[src/rtl/piso_pkg.sv]
// Shared types and limits for the serial transmitter.
// State encoding and legal parameter ranges.
package piso_pkg;

  typedef enum logic [1:0] {
    IDLE  = 2'd0,
    SHIFT = 2'd1,
    GAP   = 2'd2
  } state_e;

  localparam int WIDTH_MIN   = 2;
  localparam int WIDTH_MAX   = 32;
  localparam int CLK_DIV_MIN = 1;
  localparam int CLK_DIV_MAX = 255;
  localparam int GAP_MIN     = 0;
  localparam int GAP_MAX     = 15;

endpackage

[src/rtl/piso_tx_bit_tick.sv]
// Bit-period divider for the serial transmitter.
// Ticks on the last clk of each serial bit.
module bit_tick #(
  parameter int CLK_DIV = 1
) (
  input  logic clk,
  input  logic reset,
  input  logic en,
  input  logic clr,
  output logic tick,
  output logic tick_nxt
);

  localparam int DW = $clog2(CLK_DIV + 1);
  localparam logic [DW-1:0] LAST = DW'(CLK_DIV - 1);

  logic [DW-1:0] div_cnt_q;
  logic [DW-1:0] div_cnt_d;

  // Next divider count: clear wins, else wrap at the bit boundary.
  always_comb begin
    div_cnt_d = div_cnt_q;
    if (clr) begin
      div_cnt_d = '0;
    end else if (en) begin
      if (div_cnt_q == LAST) div_cnt_d = '0;
      else div_cnt_d = div_cnt_q + 1'b1;
    end
  end

  assign tick     = en && (div_cnt_q == LAST);
  assign tick_nxt = (div_cnt_d == LAST);

  // Divider count register.
  always_ff @(posedge clk) begin
    if (reset) div_cnt_q <= '0;
    else div_cnt_q <= div_cnt_d;
  end

endmodule

[src/rtl/piso_tx.sv]
// Parallel-in/serial-out transmitter, MSB first.
// FSM, shift register and registered frame outputs.
module piso_tx
  import piso_pkg::*;
#(
  parameter int WIDTH      = 4,
  parameter int CLK_DIV    = 1,
  parameter int GAP_CYCLES = 1
) (
  input  logic             clk,
  input  logic             reset,
  input  logic             load_valid,
  output logic             load_ready,
  input  logic [WIDTH-1:0] load_data,
  output logic             dout,
  output logic             dout_valid,
  output logic             frame_start,
  output logic             done,
  output logic             busy
);

  localparam int BW = $clog2(WIDTH);
  localparam logic [BW-1:0] BIT_TOP = BW'(WIDTH - 1);
  localparam logic [3:0] GAP_LAST = 4'(GAP_CYCLES - 1);

  state_e           state_q, state_d;
  logic [WIDTH-1:0] shreg_q, shreg_d;
  logic [BW-1:0]    bit_cnt_q, bit_cnt_d;
  logic [3:0]       gap_cnt_q, gap_cnt_d;
  logic             hs;
  logic             tick;
  logic             tick_nxt;

  logic load_ready_q, load_ready_d;
  logic dout_q, dout_d;
  logic dout_valid_q, dout_valid_d;
  logic frame_start_q, frame_start_d;
  logic done_q, done_d;
  logic busy_q, busy_d;

  bit_tick #(
    .CLK_DIV (CLK_DIV)
  ) u_tick (
    .clk      (clk),
    .reset    (reset),
    .en       (state_q == SHIFT),
    .clr      (hs),
    .tick     (tick),
    .tick_nxt (tick_nxt)
  );

  // Next-state, datapath and counter updates.
  always_comb begin
    state_d   = state_q;
    shreg_d   = shreg_q;
    bit_cnt_d = bit_cnt_q;
    gap_cnt_d = gap_cnt_q;
    hs        = 1'b0;
    unique case (state_q)
      IDLE: begin
        if (load_valid) begin
          hs        = 1'b1;
          state_d   = SHIFT;
          shreg_d   = load_data;
          bit_cnt_d = BIT_TOP;
        end
      end
      SHIFT: begin
        if (tick) begin
          shreg_d = shreg_q << 1;
          if (bit_cnt_q == '0) begin
            state_d   = (GAP_CYCLES > 0) ? GAP : IDLE;
            gap_cnt_d = '0;
          end else begin
            bit_cnt_d = bit_cnt_q - 1'b1;
          end
        end
      end
      GAP: begin
        if (gap_cnt_q == GAP_LAST) state_d = IDLE;
        else gap_cnt_d = gap_cnt_q + 1'b1;
      end
      default: state_d = IDLE;
    endcase
  end

  // Output values for the cycle after this edge.
  always_comb begin
    load_ready_d  = (state_d == IDLE);
    busy_d        = (state_d != IDLE);
    dout_valid_d  = (state_d == SHIFT);
    dout_d        = (state_d == SHIFT) && shreg_d[WIDTH-1];
    frame_start_d = hs;
    done_d        = (state_d == SHIFT) && (bit_cnt_d == '0)
                    && tick_nxt;
  end

  // State, datapath and output registers.
  always_ff @(posedge clk) begin
    if (reset) begin
      state_q       <= IDLE;
      shreg_q       <= '0;
      bit_cnt_q     <= '0;
      gap_cnt_q     <= '0;
      load_ready_q  <= 1'b1;
      dout_q        <= 1'b0;
      dout_valid_q  <= 1'b0;
      frame_start_q <= 1'b0;
      done_q        <= 1'b0;
      busy_q        <= 1'b0;
    end else begin
      state_q       <= state_d;
      shreg_q       <= shreg_d;
      bit_cnt_q     <= bit_cnt_d;
      gap_cnt_q     <= gap_cnt_d;
      load_ready_q  <= load_ready_d;
      dout_q        <= dout_d;
      dout_valid_q  <= dout_valid_d;
      frame_start_q <= frame_start_d;
      done_q        <= done_d;
      busy_q        <= busy_d;
    end
  end

  assign load_ready  = load_ready_q;
  assign dout        = dout_q;
  assign dout_valid  = dout_valid_q;
  assign frame_start = frame_start_q;
  assign done        = done_q;
  assign busy        = busy_q;

endmodule
[config.mk]
export PLATFORM = sky130hd
export DESIGN_NAME = piso_tx
export DESIGN_NICKNAME = d
export VERILOG_FILES = /design/src/rtl/piso_pkg.sv /design/src/rtl/piso_tx_bit_tick.sv /design/src/rtl/piso_tx.sv
export SDC_FILE = /design/constraint.sdc
export NUM_CORES = 1
export LEC_CHECK = 0
export BUFFER_PORTS_ARGS = -buffer_cell sky130_fd_sc_hd__buf_2
export CORE_ASPECT_RATIO = 1.75
export CORE_MARGIN = 4
export CORE_UTILIZATION = 25
export DETAILED_ROUTE_END_ITERATION = 7
export PLACE_DENSITY_LB_ADDON = 0.1
export SETUP_SLACK_MARGIN = 0.5
export SLEW_MARGIN = 25
export SYNTH_ARGS = -nofsm -noshare
export SYNTH_HDL_FRONTEND = slang
export SYNTH_SLANG_ARGS = --single-unit
[constraint.sdc]
create_clock -name clk -period 1.9 [get_ports clk]
set_input_delay 0.19 -clock clk [delete_from_list [all_inputs] [get_ports clk]]
set_output_delay 0.19 -clock clk [all_outputs]
set_load 0.02 [all_outputs]
* Yosys cells after proc, flatten, opt, wreduce, memory -nomap -nowiden
Cells that the tools add are included.
Storage, ports and cells: bits in registers 19, word-level logic and storage cells 59
Operators by class: add/sub/neg operators 3, equal/unequal tests 7, mux-type cells 21, bitwise operators 2, reductions and logical operators 14
Operators with widths (count):
- $mux W4 | 5
- $pmux W4 S2 | 2
- $mux W2 | 7
- $logic_not A2 Y1 | 4
- $ne A2 B2 Y1 const B | 4
- $pmux W2 S3 | 1
- $reduce_bool A2 Y1 | 3
- $mux W1 | 5
- $add A4 B1 Y4 const B | 1
- $eq A2 B1 Y1 const B | 2
- $logic_and A1 B1 Y1 | 4
- $logic_not A4 Y1 | 1
- $pmux W2 S2 | 1
- $reduce_and A4 Y1 | 1
- $reduce_and A3 Y1 | 1
- $eq A2 B2 Y1 const B | 1
- $not A1 Y1 | 2
- $sub A2 B1 Y2 const B | 1
- $add A1 B1 Y1 const B | 1

* Logic depth before layout (Yosys ltp)
Gate-level depths: netlist of the first run.
depth after elaboration 7, mapped depth 5, depth with buffers taken out 5

* Modules after synthesis
From an unflattened synthesis of the first run, not the netlist that was laid out.
Unflattened totals: cell total of the unflattened synthesis 94, area total of the unflattened synthesis 900.9 µm²
By module, submodules not included:
- piso_tx | times used 1, cells each 90, area each 857.1 µm², seq. area each 360.3 µm²
- bit_tick | times used 1, cells each 4, area each 43.8 µm², seq. area each 20.0 µm²

* Worst setup path after synthesis of the first run
OpenSTA, ideal clock, no wires.
path type reg-to-reg, from reg gap_cnt_q[0], to reg gap_cnt_q[2], library setup time 0.131 ns, arrival 1.198 ns, required time 1.769 ns, setup slack 0.571 ns, stages on the path, launching flop included 6, path buffers 0, cell sequence dfxtp_1 -> inv_1 -> ha_1 -> or3b_2 -> a31oi_1 -> a311oi_1
On the way: longest elaborated chain between the ends 3
Ends and longest elaborated chain:
- from (decl) | RTL line piso_tx.sv:29 | logic [3:0] gap_cnt_q, gap_cnt_d;
- from (signal assigned) | RTL line piso_tx.sv:115 | gap_cnt_q <= gap_cnt_d;
- $add A4 B1 Y4 / $logic_not A4 Y1 (equally long branches) | RTL line piso_tx.sv:81, piso_tx.sv:80
- $mux W4 / $ne A2 B2 Y1 (equally long branches)
- $pmux W4 S2 / $reduce_and A4 Y1 (equally long branches)
Several ways; a longest one is shown, not always the timed one. The select of a mux whose other input is x is not followed. A chain may end at the register's enable or synchronous reset.

* Worst setup path after layout of the first run
Ends and elaborated chain as after synthesis.

==> impl_results.md, run 1 <==
* Reg2reg start: gap_cnt_q[0]
* Gr usage total at 9.655%
* Die height at between 80 and 90 um
* Clk root buf: clkbuf_8
* Worst-path maximum fanout at 4
* Largest area contributor in the netlist: dfxtp_1
* DRC at 0
* WP data arrival at approximately 1.5 ns
* Max-cap violations at 0
* Total power at about 0.00085 W
* Global-route wire length before repair at between 3000 and 4000 um
* Pleak at between 0.3 and 0.4 nW
* Hold WS at around 0.17 ns
* Placed Instances at 139
* Yosys top cell area share at 45.71%
* Peak supply drop at 0.3874 mV
* Non-filler instance count after layout at 143
* GRT Residual Overflow at 0
* Fmax at ~750 MHz
* Synth warn at 0
* Hold Path Sink: shreg_q[0]
* Status: complete, no violations
* CP required at just over 2 ns
* CTS tree: done
* Post-Syn Area at 832.0 um^2
* EDFF count, synth at 0
* Syn Inst Count at between 80 and 90
* Final hold violation count at 0
* R2R Setup Slk at approximately 0.57 ns
* Hold Crit Class: input pin to flip-flop
* Post-Syn Area per Cell at approximately 9.5 um^2
* Syn_nets at a little under 100
* Routed via count at ~670
* Post-route antenna net violation count at 0
* Largest net degree at the start of global routing at 14
* Worst-Margin Slew at 0.3767 ns
* Global placer's final weighted congestion at 0.7542
* Clock Sinks at 19
* RSZ-0062 raised after global routing: yes
* PD cells at between 800 and 900 mW/mm^2
* CTS Buf Count at 3
* IO Pins at 13
* Layout Nets at 110
* Clock skew at 0.003004 ns
* Fillers at 370
* Async S/R FF share, synth at 0%
* Layout cells sized above 1 at about 30%
* Routed WL per cell at between 10 and 15 um
* Flops & latches, synth at 19
* Setup crit start kind: flip-flop
* Flip-flop and latch area at 382.9 um^2
* R2R depth at 5
* Top post-synthesis cells by area: dfxtp_1 46%, a21oi_1 6.0%, ha_1 3.0%, nand3_1 3.0%, inv_1 2.7%
* Unique masters post-synth at 36
* Rel. slew slack at between 70% and 80%
* WS Path Type: flip-flop to flip-flop
* Std-Cell Rows at 27
* Area of the multi-input gates at ~410 um^2
* DRT iter0 DRCs at 13
* Maximum root-to-sink buffer count at 2
* Port buffer count at 12
* Number of vias per cell at between 4 and 5
* Most numerous cell in the Yosys netlist: dfxtp_1
* Clk pin slew, worst setup/hold paths at roughly 0.070 ns
* Final setup viols at 0
* Area Growth Syn to Fin at 18.05%
* Initial antenna violation count at 0
* Setup TNS after final layout at 0 ns
* Diodes inserted at 0
* Hold path startpoint: load_data[0]
* Period utilization at around 70%
* Die ar. at 0.004352 mm^2
* Vias in the first global route at a little over 700
* Max Transition Viols Final at 0
* Die X at between 50 and 60 um
* Most frequent cells after synthesis: 19 x dfxtp_1, 10 x a21oi_1, 6 x inv_1
* Final critical-path required period at about 1.3 ns
* WL final at roughly 1800 um
* Initial Util at between 20% and 30%
* Main flop type after synthesis: dfxtp_1
* Post-detail-place hpwl at 1387 um
* Core ar. at approximately 0.0032 mm^2
* Worst R2R End: gap_cnt_q[2]
* Post-synthesis sequential area ratio at ~46%
* Pre-antenna DRT Iters at 4
* Hold path cells at 3
* CTS H-tree depth at 1
* Worst-Skew Late Latency at 0.25 ns
* Fin util at approximately 31%
* Crit end category: flip-flop
-- per-layer routing --
metal | GRT usage [%] | up-vias | routed length (um)
met4 | 5.728 | 0 | 38
li1 | - | 334 | -
met1 | 9.498 | 319 | 618
met2 | 17.75 | 10 | 1111
met5 | 0 | - | 0
met3 | 1.776 | 4 | 52
-- cell families after synthesis --
group	count (synthesis)	share of synthesized area [%]
flip-flops	19	45.71
AND/OR/NAND/NOR	32	26.32
adder cells (fa/ha/maj)	2	3.007
buffers and inverters	11	6.315
AO/OA/AOI/OAI	24	18.65
-- flip-flops by register name (all words and copies together), names as in the netlist --
signal,flops
bit_cnt_q,2
busy,1
done,1
dout,1
dout_valid,1
frame_start,1
gap_cnt_q,4
load_ready,1
shreg_q,4
state_q,2
u_tick.div_cnt_q,1
-- report_power, final --
group	internal [W]	switching [W]	leakage [nW]
combinational	0.0000541	0.0000727	0.211
clock	0.000149	0.000127	0.0228
sequential	0.000426	0.0000220	0.157
total	0.000629	0.000222	0.390
-- metrics by stage --
step	worst slack, ns	cell area (um^2)
finish	0.5663	982.2
global route	0.4761	982.2
CTS	0.5192	970.9
detailed placement	0.4973	923.4
global placement	0.4948	923.4
floorplan	0.5714	832.0
-- final cells by class --
| type | count | share of cell area [%] |
|---|---|---|
| Multi-Input combinational cell | 58 | 41.78 |
| Sequential cell | 19 | 38.98 |
| Timing Repair Buffer | 13 | 6.879 |
| Tap cell | 43 | 5.478 |
| Clock buffer | 4 | 4.586 |
| Inverter | 6 | 2.293 |
-- worst max-delay path by stage --
stage / from / to / slack (ns)
final: gap_cnt_q[0] / gap_cnt_q[2] / 0.57
after global routing: gap_cnt_q[0] / gap_cnt_q[2] / 0.48
after CTS: state_q[0] / done / 0.52
after detailed placement: gap_cnt_q[0] / gap_cnt_q[2] / 0.50
after global placement: gap_cnt_q[0] / gap_cnt_q[2] / 0.49
after floorplan: gap_cnt_q[0] / gap_cnt_q[2] / 0.57
-- critical path, cell delays in order, from the launching register on --
cell and delay (ns):
dfxtp_1 0.33, inv_1 0.08, ha_1 0.15, or3b_4 0.40, a31oi_2 0.19, a311oi_1 0.06
-- cell usage in the layout (no fill, tap or decap), types with 2 or more instances in the layout --
cell and count:
a21oi_1 10, a22oi_1 2, and3b_1 2, buf_2 12
clkbuf_8 3, dfxtp_1 17, dfxtp_2 2, ha_1 2
inv_1 6, nand2_1 5, nand3_1 5, nor2_1 3
nor3b_1 2, o21ai_0 3, or3b_1 2
-- timing repair --
item                                   in CTS  in global routing
hold buffers                                0                  0
pin swaps                                   0                  0
resized for setup                           1                  4
setup endpoints to repair                   1                 15
buffers inserted                            0                  0
endpoints found under the hold margin       0                  0
No activity file was read; power rests on OpenSTA's default activity.
==> inputs of run 2 (changes only) <==
Clock period 1.9 ns to 1.25 ns, I/O delays scaled along.
==> run 2 against run 1 <==
Compared with the run above: worst hold slack got worse by 0.066 ns; combinational power increased to 2.6 times the previous value; design area increased by 29%; global-route usage increased by 1.2 points; fmax increased by 8.1%; worst setup slack got worse by 0.55 ns.
==> impl_results.md, run 2 (same netlist as run 1, synthesis figures left out) <==
* Largest stage delay on the critical path at about 0.4 ns
* Crit path cell chain: inv_2 > ha_4 > or3b_4 > a31oi_1 > a311oi_1
* CP Buf/Inv Count at 1
* CTS tree: done
* Pre-antenna DRT Iters at 2
* CP required at 1.40 ns
* DRT iter0 DRCs at 8
* Die height at ~84 um
* Setup ws final at between 0.015 and 0.02 ns
* R2R Setup Slk at roughly 0.017 ns
* CTS H-tree depth at 1
* Clk pin slew, worst setup/hold paths at roughly 0.07 ns
* Hold buffers post-CTS at 0
* WL final at just over 2000 um
* Initial Util at between 20% and 30%
* Routed WL per cell at between 10 and 15 um
* Clk root buf: clkbuf_8
* Hold Path Sink: shreg_q[0]
* Biggest regs: gap_cnt_q (4), shreg_q (4)
* Slowest cell on the critical path: or3b_4
* Maximum root-to-sink buffer count at 2
* Port buffer count at 12
* Worst R2R End: gap_cnt_q[2]
* Std-Cell Rows at 27
* Non-filler instance count after layout at roughly 160
* Rel. slew slack at around 83%
* Max-cap violations at 0
* WP data arrival at roughly 1.4 ns
* Global placer's final weighted congestion at between 0.7 and 0.8
* Routed via count at ~700
* Fillers at 349
* Peak supply drop at around 0.5 mV
* Most frequent cells in the layout: 11 x dfxtp_2, 11 x buf_4, 8 x buf_6
* Global-route wire length before repair at about 3500 um
* Worst-Margin Slew at 0.2577 ns
* Final setup viols at 0
* Reg2reg start: gap_cnt_q[0]
* PD cells at 1143 mW/mm^2
* Post-detail-place hpwl at 1510 um
* Crit end category: flip-flop
* Area Growth Syn to Fin at 52.63%
* Clock skew at roughly 0.0047 ns
* Number of vias per cell at approximately 4.5
* RSZ-0062 raised after global routing: yes
* CTS Buf Count at 3
* Pre-CTS WS at between 0.005 and 0.006 ns
* Post-route antenna net violation count at 0
* Vias in the first global route at 757
* R2R depth at 5
* Hold path startpoint: load_data[0]
* Worst-path maximum fanout at 4
* Die X at approximately 52 um
* Period utilization at between 90% and 100%
* Gr usage total at 10.88%
* IO Pins at 13
* Diodes inserted at 0
* Core ar. at 0.003176 mm^2
* Setup crit start kind: flip-flop
* Placed Instances at between 100 and 150
* Layout Nets at ~120
* Status: complete, no violations
* Fmax at about 800 MHz
* Initial antenna violation count at 0
* Die ar. at 0.004352 mm^2
* Final hold violation count at 0
* Cell family with most CP delay: simple AND/OR/NAND/NOR gates
* Hold Crit Class: input pin to flip-flop
* DRC at 0
* Clock Sinks at 19
* Layout cells sized above 1 at approximately 73%
* Largest net degree at the start of global routing at 12
* Worst-Skew Late Latency at approximately 0.26 ns
* Max Transition Viols Final at 0
* Final critical-path required period at approximately 1.2 ns
* Pleak at between 0.4 and 0.5 nW
* Hold path cells at 3
* WS Path Type: flip-flop to flip-flop
* GRT Residual Overflow at 0
==> run 2: cell types whose count changed in the layout (fill, tap and decap cells not counted), moves of 3 or more <==
cell,before,now
dfxtp_1,17,6
buf_4,1,11
dfxtp_2,2,11
buf_6,0,8
a21oi_1,10,3
a21oi_2,0,7
buf_2,12,7
inv_1,6,2
inv_2,0,4
nand3_1,5,1
nand3_2,1,5
o21ai_0,3,0
==> run 2: through the flow <==
stage	hold slack [ns]	total power [W]	util, %	TNS [ns]	instance area, um^2
floorplan	0.2655	0.0008730	-	0	909.6
global placement	0.3832	0.0009541	33.02	0	1049
detailed placement	0.3831	0.0009519	33.02	0	1049
CTS	0.09969	0.001441	37.39	0	1187
global route	0.1079	0.001536	39.99	-0.03003	1270
finish	0.1055	0.001452	39.99	0	1270
==> run 2: per-layer routing <==
metal	part of all wire (%)	vias up	global-route usage (%)
li1	-	361	-
met5	0	-	0
met1	39	322	10.57
met3	2.9	4	2.487
met2	56	9	19.84
met4	2.1	0	6.444
==> run 2: how the worst max path moves through the flow <==
stage	startpoint	endpoint	slack, ns	cells after the start
floorplan	gap_cnt_q[1]	gap_cnt_q[2]	0.07	5
global placement	gap_cnt_q[1]	busy	0.03	5
detailed placement	gap_cnt_q[1]	gap_cnt_q[2]	0.005	5
CTS	gap_cnt_q[1]	gap_cnt_q[2]	0.006	5
global route	gap_cnt_q[0]	gap_cnt_q[2]	-0.03	5
finish	gap_cnt_q[0]	gap_cnt_q[2]	0.02	5
==> run 2: layout make-up <==
cell class	instances	area, um^2	area share [%]
tap	43	53.80	4.236
timing repair buffer	26	207.7	16.35
clock inverter	1	5.005	0.3941
clock buffer	3	41.29	3.251
sequential	19	401.6	31.63
multi-input combinational	58	538.0	42.36
inverter	6	22.52	1.773
==> run 2: power breakdown <==
group,leakage [nW],internal [W],switching [W]
logic,0.308,0.000173,0.000153
clock network,0.0255,0.000222,0.000212
registers,0.161,0.000653,0.0000384
total,0.494,0.00105,0.000404
==> run 2: worst reg2reg max path, delay by kind of cell (launching register included) <==
family / cells / cell delay, ns
flip-flops: 1 / 0.33
AND/OR/NAND/NOR: 1 / 0.40
AO/OA/AOI/OAI: 2 / 0.21
adder cells (fa/ha/maj): 1 / 0.11
buffers and inverters: 1 / 0.07
==> run 2: timing repair <==
action | 4_1_cts | 5_1_grt
endpoints found under the setup margin | 25 | 25
hold endpoints to repair | 0 | 0
setup buffers | 2 | 3
gates resized for setup | 28 | 21
pin swaps | 5 | 5
cloned | 0 | 0
